<file path="config.mk">
export PLATFORM = sky130hd
export DESIGN_NAME = spi_master_gen
export DESIGN_NICKNAME = d
export VERILOG_FILES = /design/src/rtl/spi_gen_pkg.sv /design/src/rtl/spi_master_gen_clkgen.sv /design/src/rtl/spi_master_gen.sv
export SDC_FILE = /design/constraint.sdc
export NUM_CORES = 1
export LEC_CHECK = 0
export CORE_MARGIN = 1.5
export CORE_UTILIZATION = 55
export CTS_BUF_LIST = sky130_fd_sc_hd__clkbuf_4 sky130_fd_sc_hd__clkbuf_8 sky130_fd_sc_hd__clkbuf_16
export DETAILED_ROUTE_END_ITERATION = 12
export GPL_ROUTABILITY_DRIVEN = 0
export PLACE_DENSITY = 0.81
export SLEW_MARGIN = 20
export SYNTH_ARGS = -nofsm -noshare
export SYNTH_HDL_FRONTEND = slang
export SYNTH_HIERARCHICAL = 1
export SYNTH_SLANG_ARGS = --single-unit
</file>
<file path="constraint.sdc">
create_clock -name clk -period 6.75 [get_ports clk]
set_input_delay 1.35 -clock clk [delete_from_list [all_inputs] [get_ports clk]]
set_output_delay 1.35 -clock clk [all_outputs]
set_load 0.01 [all_outputs]
</file>
<file path="src/rtl/spi_gen_pkg.sv">
// Shared constants for spi_master_gen: FSM state codes, frame-mode codes and
// command-word field positions derived from the data width.
package spi_gen_pkg;

    localparam logic [2:0] StIdle  = 3'd0;
    localparam logic [2:0] StCmd   = 3'd1;
    localparam logic [2:0] StSetup = 3'd2;
    localparam logic [2:0] StLoad  = 3'd3;
    localparam logic [2:0] StShift = 3'd4;
    localparam logic [2:0] StStall = 3'd5;
    localparam logic [2:0] StHold  = 3'd6;
    localparam logic [2:0] StGap   = 3'd7;

    localparam logic [1:0] MODE_WR = 2'b00;
    localparam logic [1:0] MODE_RD = 2'b01;
    localparam logic [1:0] MODE_FD = 2'b10;

    function automatic int unsigned cmd_flag_pos(input int unsigned dw);
        return dw;
    endfunction

    function automatic int unsigned mode_hi_pos(input int unsigned dw);
        return dw - 1;
    endfunction

    function automatic int unsigned mode_lo_pos(input int unsigned dw);
        return dw - 2;
    endfunction

    function automatic int unsigned count_hi_pos(input int unsigned dw);
        return dw - 3;
    endfunction

endpackage

</file>
<file path="src/rtl/spi_master_gen_clkgen.sv">
// Half-period divider for spi_master_gen: edge strobes (valid only while running
// a word) plus the raw SCK level derived from the latched CPOL.
module spi_clkgen #(
    parameter int unsigned DIV_W = 4
) (
    input  logic             clk,
    input  logic             rst,
    input  logic             clear,
    input  logic             run,
    input  logic [DIV_W-1:0] div,
    input  logic             cpol,
    output logic             tick,
    output logic             lead,
    output logic             trail,
    output logic             sck_lvl
);

    logic [DIV_W-1:0] cnt_q;
    logic             phase_q;

    assign tick    = (cnt_q == div);
    assign lead    = run & tick & ~phase_q;
    assign trail   = run & tick & phase_q;
    assign sck_lvl = cpol ^ phase_q;

    always_ff @(posedge clk) begin
        if (rst) begin
            cnt_q   <= '0;
            phase_q <= 1'b0;
        end else if (clear) begin
            cnt_q   <= '0;
            phase_q <= 1'b0;
        end else begin
            cnt_q <= tick ? '0 : cnt_q + 1'b1;
            if (run && tick) phase_q <= ~phase_q;
        end
    end

endmodule

</file>
<file path="src/rtl/spi_master_gen.sv">
// Framed SPI master: drains command/data words from a FWFT TX FIFO, any CPOL/CPHA.
// Define SPI_LSB_FIRST_EN to add the cfg_lsb_first port for LSB-first transfers.
module spi_master_gen #(
    parameter int unsigned DW    = 8,
    parameter int unsigned CS_N  = 1,
    parameter int unsigned DIV_W = 4,
    localparam int unsigned CSW  = (CS_N > 1) ? $clog2(CS_N) : 1
) (
    input  logic             clk,
    input  logic             rst,
    input  logic [DW:0]      din,
    input  logic             tx_fifo_empty,
    output logic             tx_fifo_rd,
    output logic [DW-1:0]    dout,
    input  logic             rx_fifo_full,
    output logic             rx_fifo_wr,
    input  logic [DIV_W-1:0] cfg_div,
    input  logic             cfg_cpol,
    input  logic             cfg_cpha,
`ifdef SPI_LSB_FIRST_EN
    input  logic             cfg_lsb_first,
`endif
    input  logic [CSW-1:0]   cfg_cs_sel,
    output logic [CS_N-1:0]  cs_n,
    output logic             sck,
    output logic             mosi,
    input  logic             miso,
    output logic             busy
);
    import spi_gen_pkg::*;

    localparam int unsigned FlagPos = cmd_flag_pos(DW);
    localparam int unsigned ModeHi  = mode_hi_pos(DW);
    localparam int unsigned ModeLo  = mode_lo_pos(DW);
    localparam int unsigned CntHi   = count_hi_pos(DW);
    localparam int unsigned NW      = DW - 2;
    localparam int unsigned BW      = $clog2(DW);

    logic [2:0]       state_q, state_d;
    logic [1:0]       mode_q;
    logic [NW-1:0]    cnt_q;
    logic [DIV_W-1:0] div_q;
    logic             cpol_q, cpha_q, lsb_q, lsb_in;
    logic [CSW-1:0]   cs_sel_q;
    logic [BW-1:0]    bit_q;
    logic [DW-1:0]    tx_sr_q, rx_sr_q, dout_q;
    logic             mosi_q, wr_q;
    logic [CS_N-1:0]  cs_n_q;

    logic             tick, lead, trail, sck_raw;
    logic             need_tx, need_rx, ready, last_bit, shift_ev, sample_ev;
    logic [DW-1:0]    load_word, tx_next, rx_next;
    logic [1:0]       cmd_mode;

`ifdef SPI_LSB_FIRST_EN
    assign lsb_in = cfg_lsb_first;
`else
    assign lsb_in = 1'b0;
`endif

    spi_clkgen #(.DIV_W(DIV_W)) u_clkgen (
        .clk     (clk),
        .rst     (rst),
        .clear   (state_d != state_q),
        .run     (state_q == StShift),
        .div     (div_q),
        .cpol    (cpol_q),
        .tick    (tick),
        .lead    (lead),
        .trail   (trail),
        .sck_lvl (sck_raw)
    );

    // Mode is stored normalised, so 2'b11 never reaches the datapath.
    assign cmd_mode  = din[ModeHi:ModeLo];
    assign need_tx   = (mode_q != MODE_RD);
    assign need_rx   = (mode_q != MODE_WR);
    assign ready     = (!need_tx || !tx_fifo_empty) && (!need_rx || !rx_fifo_full);
    assign last_bit  = (bit_q == BW'(DW - 1));
    assign shift_ev  = cpha_q ? (lead && (bit_q != '0)) : (trail && !last_bit);
    assign sample_ev = cpha_q ? trail : lead;
    assign load_word = need_tx ? din[DW-1:0] : '1;
    assign tx_next   = lsb_q ? (tx_sr_q >> 1) : (tx_sr_q << 1);
    assign rx_next   = lsb_q ? {miso, rx_sr_q[DW-1:1]} : {rx_sr_q[DW-2:0], miso};

    always_comb begin
        state_d = state_q;
        case (state_q)
            StIdle:  if (!tx_fifo_empty && din[FlagPos]) state_d = StCmd;
            StCmd:   state_d = (din[CntHi:0] == '0) ? StIdle : StSetup;
            StSetup: if (tick) state_d = StLoad;
            StLoad:  state_d = ready ? StShift : StStall;
            StStall: if (ready) state_d = StLoad;
            StShift: if (trail && last_bit) state_d = (cnt_q == NW'(1)) ? StHold : StLoad;
            StHold:  if (tick) state_d = StGap;
            StGap:   if (tick) state_d = StIdle;
            default: state_d = StIdle;
        endcase
    end

    // Gated by rst so nothing is popped in the cycle a reset is sampled.
    always_comb begin
        tx_fifo_rd = 1'b0;
        if (!rst) begin
            if (state_q == StIdle)      tx_fifo_rd = !tx_fifo_empty && !din[FlagPos];
            else if (state_q == StCmd)  tx_fifo_rd = 1'b1;
            else if (state_q == StLoad) tx_fifo_rd = ready && need_tx;
        end
    end

    always_ff @(posedge clk) begin
        if (rst) begin
            state_q  <= StIdle;
            mode_q   <= MODE_WR;
            cnt_q    <= '0;
            div_q    <= '0;
            cpol_q   <= 1'b0;
            cpha_q   <= 1'b0;
            lsb_q    <= 1'b0;
            cs_sel_q <= '0;
            bit_q    <= '0;
            tx_sr_q  <= '1;
            rx_sr_q  <= '0;
            dout_q   <= '0;
            mosi_q   <= 1'b1;
            wr_q     <= 1'b0;
            cs_n_q   <= '1;
        end else begin
            state_q <= state_d;
            wr_q    <= 1'b0;
            case (state_q)
                StCmd: begin
                    mode_q   <= (cmd_mode == MODE_RD || cmd_mode == MODE_FD) ? cmd_mode : MODE_WR;
                    cnt_q    <= din[CntHi:0];
                    div_q    <= cfg_div;
                    cpol_q   <= cfg_cpol;
                    cpha_q   <= cfg_cpha;
                    lsb_q    <= lsb_in;
                    cs_sel_q <= cfg_cs_sel;
                    if (din[CntHi:0] != '0) cs_n_q <= ~(CS_N'(1) << cfg_cs_sel);
                end
                StLoad: begin
                    if (ready) begin
                        tx_sr_q <= load_word;
                        mosi_q  <= lsb_q ? load_word[0] : load_word[DW-1];
                        bit_q   <= '0;
                    end
                end
                StShift: begin
                    if (shift_ev) begin
                        tx_sr_q <= tx_next;
                        mosi_q  <= lsb_q ? tx_next[0] : tx_next[DW-1];
                    end
                    if (sample_ev) begin
                        rx_sr_q <= rx_next;
                        if (last_bit && need_rx) begin
                            dout_q <= rx_next;
                            wr_q   <= 1'b1;
                        end
                    end
                    if (trail) begin
                        bit_q <= bit_q + 1'b1;
                        if (last_bit) cnt_q <= cnt_q - 1'b1;
                    end
                end
                StHold: begin
                    mosi_q <= 1'b1;
                    if (tick) cs_n_q <= '1;
                end
                default: begin
                end
            endcase
        end
    end

    assign cs_n       = cs_n_q;
    assign sck        = sck_raw;
    assign mosi       = mosi_q;
    assign dout       = dout_q;
    assign rx_fifo_wr = wr_q;
    assign busy       = (state_q != StIdle);

endmodule
</file>
==> flow_summary.json <==
{
  "status": "finished clean",
  "synthCells": 303,
  "cts_root_buf": "clkbuf_8",
  "first_global_vias": 1994,
  "synthTopCellsByCount": "50 x dfxtp_1, 46 x nor2_1, 37 x nand2_1",
  "crit_top_cell": "clkdlybuf4s50_1",
  "skew_ns": 0.00651,
  "yosysMostFrequentCell": "dfxtp_1",
  "die-height_um": 69.8,
  "post_cts_resized": 0,
  "cts_max_path_buffers": 2,
  "relSlewSlack_pct": 33.3,
  "arrival_ns": 3.48,
  "die_w_um": 69.8,
  "ys.flop_type": "dfxtp_1",
  "rsz0062_at_grt": "no",
  "cp_top_family": "buffers and inverters",
  "p_switching_uw": 217,
  "seq_power_share_pct": 50.5,
  "design.portCount": 35,
  "worst-path-buf-inv": 2,
  "async_reset_ff_share_pct": 0,
  "drcViolationCount": 0,
  "critPathCaptureType": "output pin",
  "vias": 2172,
  "cp_data_required_time_ns": 5.40,
  "die-area_um2": 4880,
  "syn_area_um2": 2460,
  "path_class": "primary input to output pin",
  "yosysTopAreaCell": "dfxtp_1",
  "fin_crit_sh_pct": 71.6,
  "place_ws_ns": 1.94,
  "p_per_area_nw_per_um2": 234,
  "min_path_type": "flop to flop",
  "ys_ff_latch": 50,
  "met2_usage_pct": 35.8,
  "track_usage_pct": 22.5,
  "dpl_cell_area_um2": 2780,
  "antenna_found_initial": 0,
  "fin_nets": 354,
  "grt_pass1_wl_mm": 8.94,
  "tightest_slew_ns": 0.997,
  "drt_iter0_markers": 208,
  "core.rowCount": 24,
  "syn_avg_cell_area_um2": 8.11,
  "insertedDiodeCount": 0,
  "synth_cell_types": 44,
  "drt-total-wl_mm": 5.15,
  "synth_seq_area_share_pct": 40.7,
  "synth_area_leaders": "dfxtp_1 41%, mux2i_1 7.7%, nor2_1 7.0%, nand2_1 5.7%, a21oi_1 4.5%",
  "syn-num-nets": 330,
  "cts_inserted_buffers": 5,
  "globalRoute.busiestLayer": "met2",
  "cts_tree": "done",
  "synth_top_area_share_pct": 40.7,
  "clk_latency_ns": 0.31,
  "drive_above_1_share_pct": 5.20,
  "grt_use_met1_pct": 30.1,
  "cp_cell_sequence": "clkdlybuf4s50_1, mux2_2, o22a_2, or2_1, o21a_1, nor2_1, clkdlybuf4s50_1",
  "fmax_ghz": 0.207,
  "critPathSlowestCell": "clkdlybuf4s50_1",
  "synth_edf_count": 0,
  "p_int_uw": 455,
  "ant_nets": 0,
  "worst_slack_ns": 1.92,
  "comb_power_share_pct": 24.1,
  "clkSinkCount": 50,
  "drv_slew": 0,
  "viasPerCell": 5.73,
  "leakage_nw": 1.03,
  "postLayoutCellArea_um2": 2870,
  "use_met3_pct": 5.09,
  "coreArea_um2": 4320,
  "syn2layout_area_growth_pct": 16.6,
  "critPathMaxFanout": 6,
  "p_sw_share_pct": 32.3,
  "max_stage_delay_ns": 0.55,
  "ir_worst_vdd_mv": 0.147,
  "period_minus_slack_ns": 4.83,
  "portBuffers": 34,
  "yosys_warnings": 6,
  "setup_violations": 0,
  "dr.pass1.iters": 5,
  "setup.worst_path.start_class": "primary input",
  "initial_utilization_pct": 56.8,
  "postCtsSetupRepairBufs": 0,
  "cts_hold_buf": 0,
  "wl_per_cell_um": 13.6,
  "cap_viol_max_count": 0,
  "cts-htree-levels": 2,
  "hold_viol": 0,
  "dp_hpwl_mm": 3.53,
  "overflow": 0,
  "setup_tns_ns": 0,
  "grt_start_max_net_pins": 49,
  "clockPowerShare_pct": 25.4,
  "clk_pin_slew_ns": 0.09
}
[final timing paths]
check,start,end,slack [ns],depth (start not counted)
worst max-delay path,tx_fifo_empty,tx_fifo_rd,1.92,7
worst min-delay path,tx_sr_q[3],tx_sr_q[3],0.47,1
worst max register to register,state_q[2],cnt_q[0],2.97,8
worst min register to register,tx_sr_q[3],tx_sr_q[3],0.47,1
[per-stage QoR]
stage / hold slack (ns) / std cells / util (%) / power [mW]
floorplan: 0.436 / 303 / - / 0.458
global placement: 0.446 / 372 / 64.4 / 0.502
detailed placement: 0.448 / 372 / 64.4 / 0.505
CTS: 0.471 / 379 / 66.3 / 0.673
global route: 0.483 / 379 / 66.3 / 0.710
finish: 0.470 / 379 / 66.3 / 0.672
[worst reg2reg max path, stage by stage (launching register included)]
cell	delay (ns)
dfxtp_1	0.57
or3b_1	0.76
inv_2	0.39
nand2_2	0.11
nor2_1	0.42
nand4b_1	0.19
a21oi_1	0.73
o21ai_0	0.20
a221oi_1	0.33
[cell usage in the layout (no fill, tap or decap), drive strengths merged, types with 2 or more instances in the layout]
cell type	Yosys	layout
xor2	6	6
a21o	3	3
dfxtp	50	50
or3	2	2
a22oi	5	5
o21ai	13	13
clkbuf	13	5
nand3b	4	4
nand2	38	38
nor2b	2	2
ha	6	6
nand2b	4	4
a211o	7	7
mux2i	19	19
nand3	10	10
inv	9	10
nor2	47	47
nor4	3	3
a211oi	3	3
a21oi	23	23
or2	2	2
nor3	16	16
clkdlybuf4s50	0	34
[cells by family (layout without fill, tap and decap cells)]
family / after synthesis / count (layout) / share of synthesized area, %
multiplexers: 20 / 20 / 8.20
XOR/XNOR: 7 / 7 / 2.49
flip-flops: 50 / 50 / 40.7
AO/OA/AOI/OAI: 61 / 61 / 15.6
buffers and inverters: 27 / 51 / 4.89
AND/OR/NAND/NOR: 132 / 132 / 25.0
adder cells (fa/ha/maj): 6 / 6 / 3.05
[cell type report]
cell class | instances | area [um^2]
inverter | 9 | 33.8
fill | 401 | 1460
clock inverter | 2 | 13.8
tap | 52 | 65.1
multi-input combinational | 226 | 1340
clock buffer | 5 | 68.8
timing repair buffer | 35 | 348
sequential | 50 | 1000
[registers in the layout (all words and copies together) (netlist names), 2 cells and up]
| register | cells |
|---|---|
| dout | 8 |
| cnt_q | 6 |
| rx_sr_q | 7 |
| tx_sr_q | 7 |
| u_clkgen/cnt_q | 4 |
| state_q | 3 |
| mode_q | 2 |
| bit_q | 3 |
| div_q | 4 |
[routing by layer]
| layer | vias up | wire length, um |
|---|---|---|
| met2 | 75 | 2380 |
| li1 | 1088 | - |
| met5 | - | 0 |
| met1 | 1002 | 2360 |
| met4 | 0 | 72 |
| met3 | 7 | 335 |
[power by group through the flow]
stage	clock [mW]	sequential [mW]	combinational, mW
finish	0.171	0.339	0.162
global route	0.188	0.342	0.180
CTS	0.174	0.339	0.161
detailed placement	0	0.345	0.160
global placement	0	0.345	0.157
floorplan	0	0.333	0.124
No activity file was read; power rests on OpenSTA's default activity.
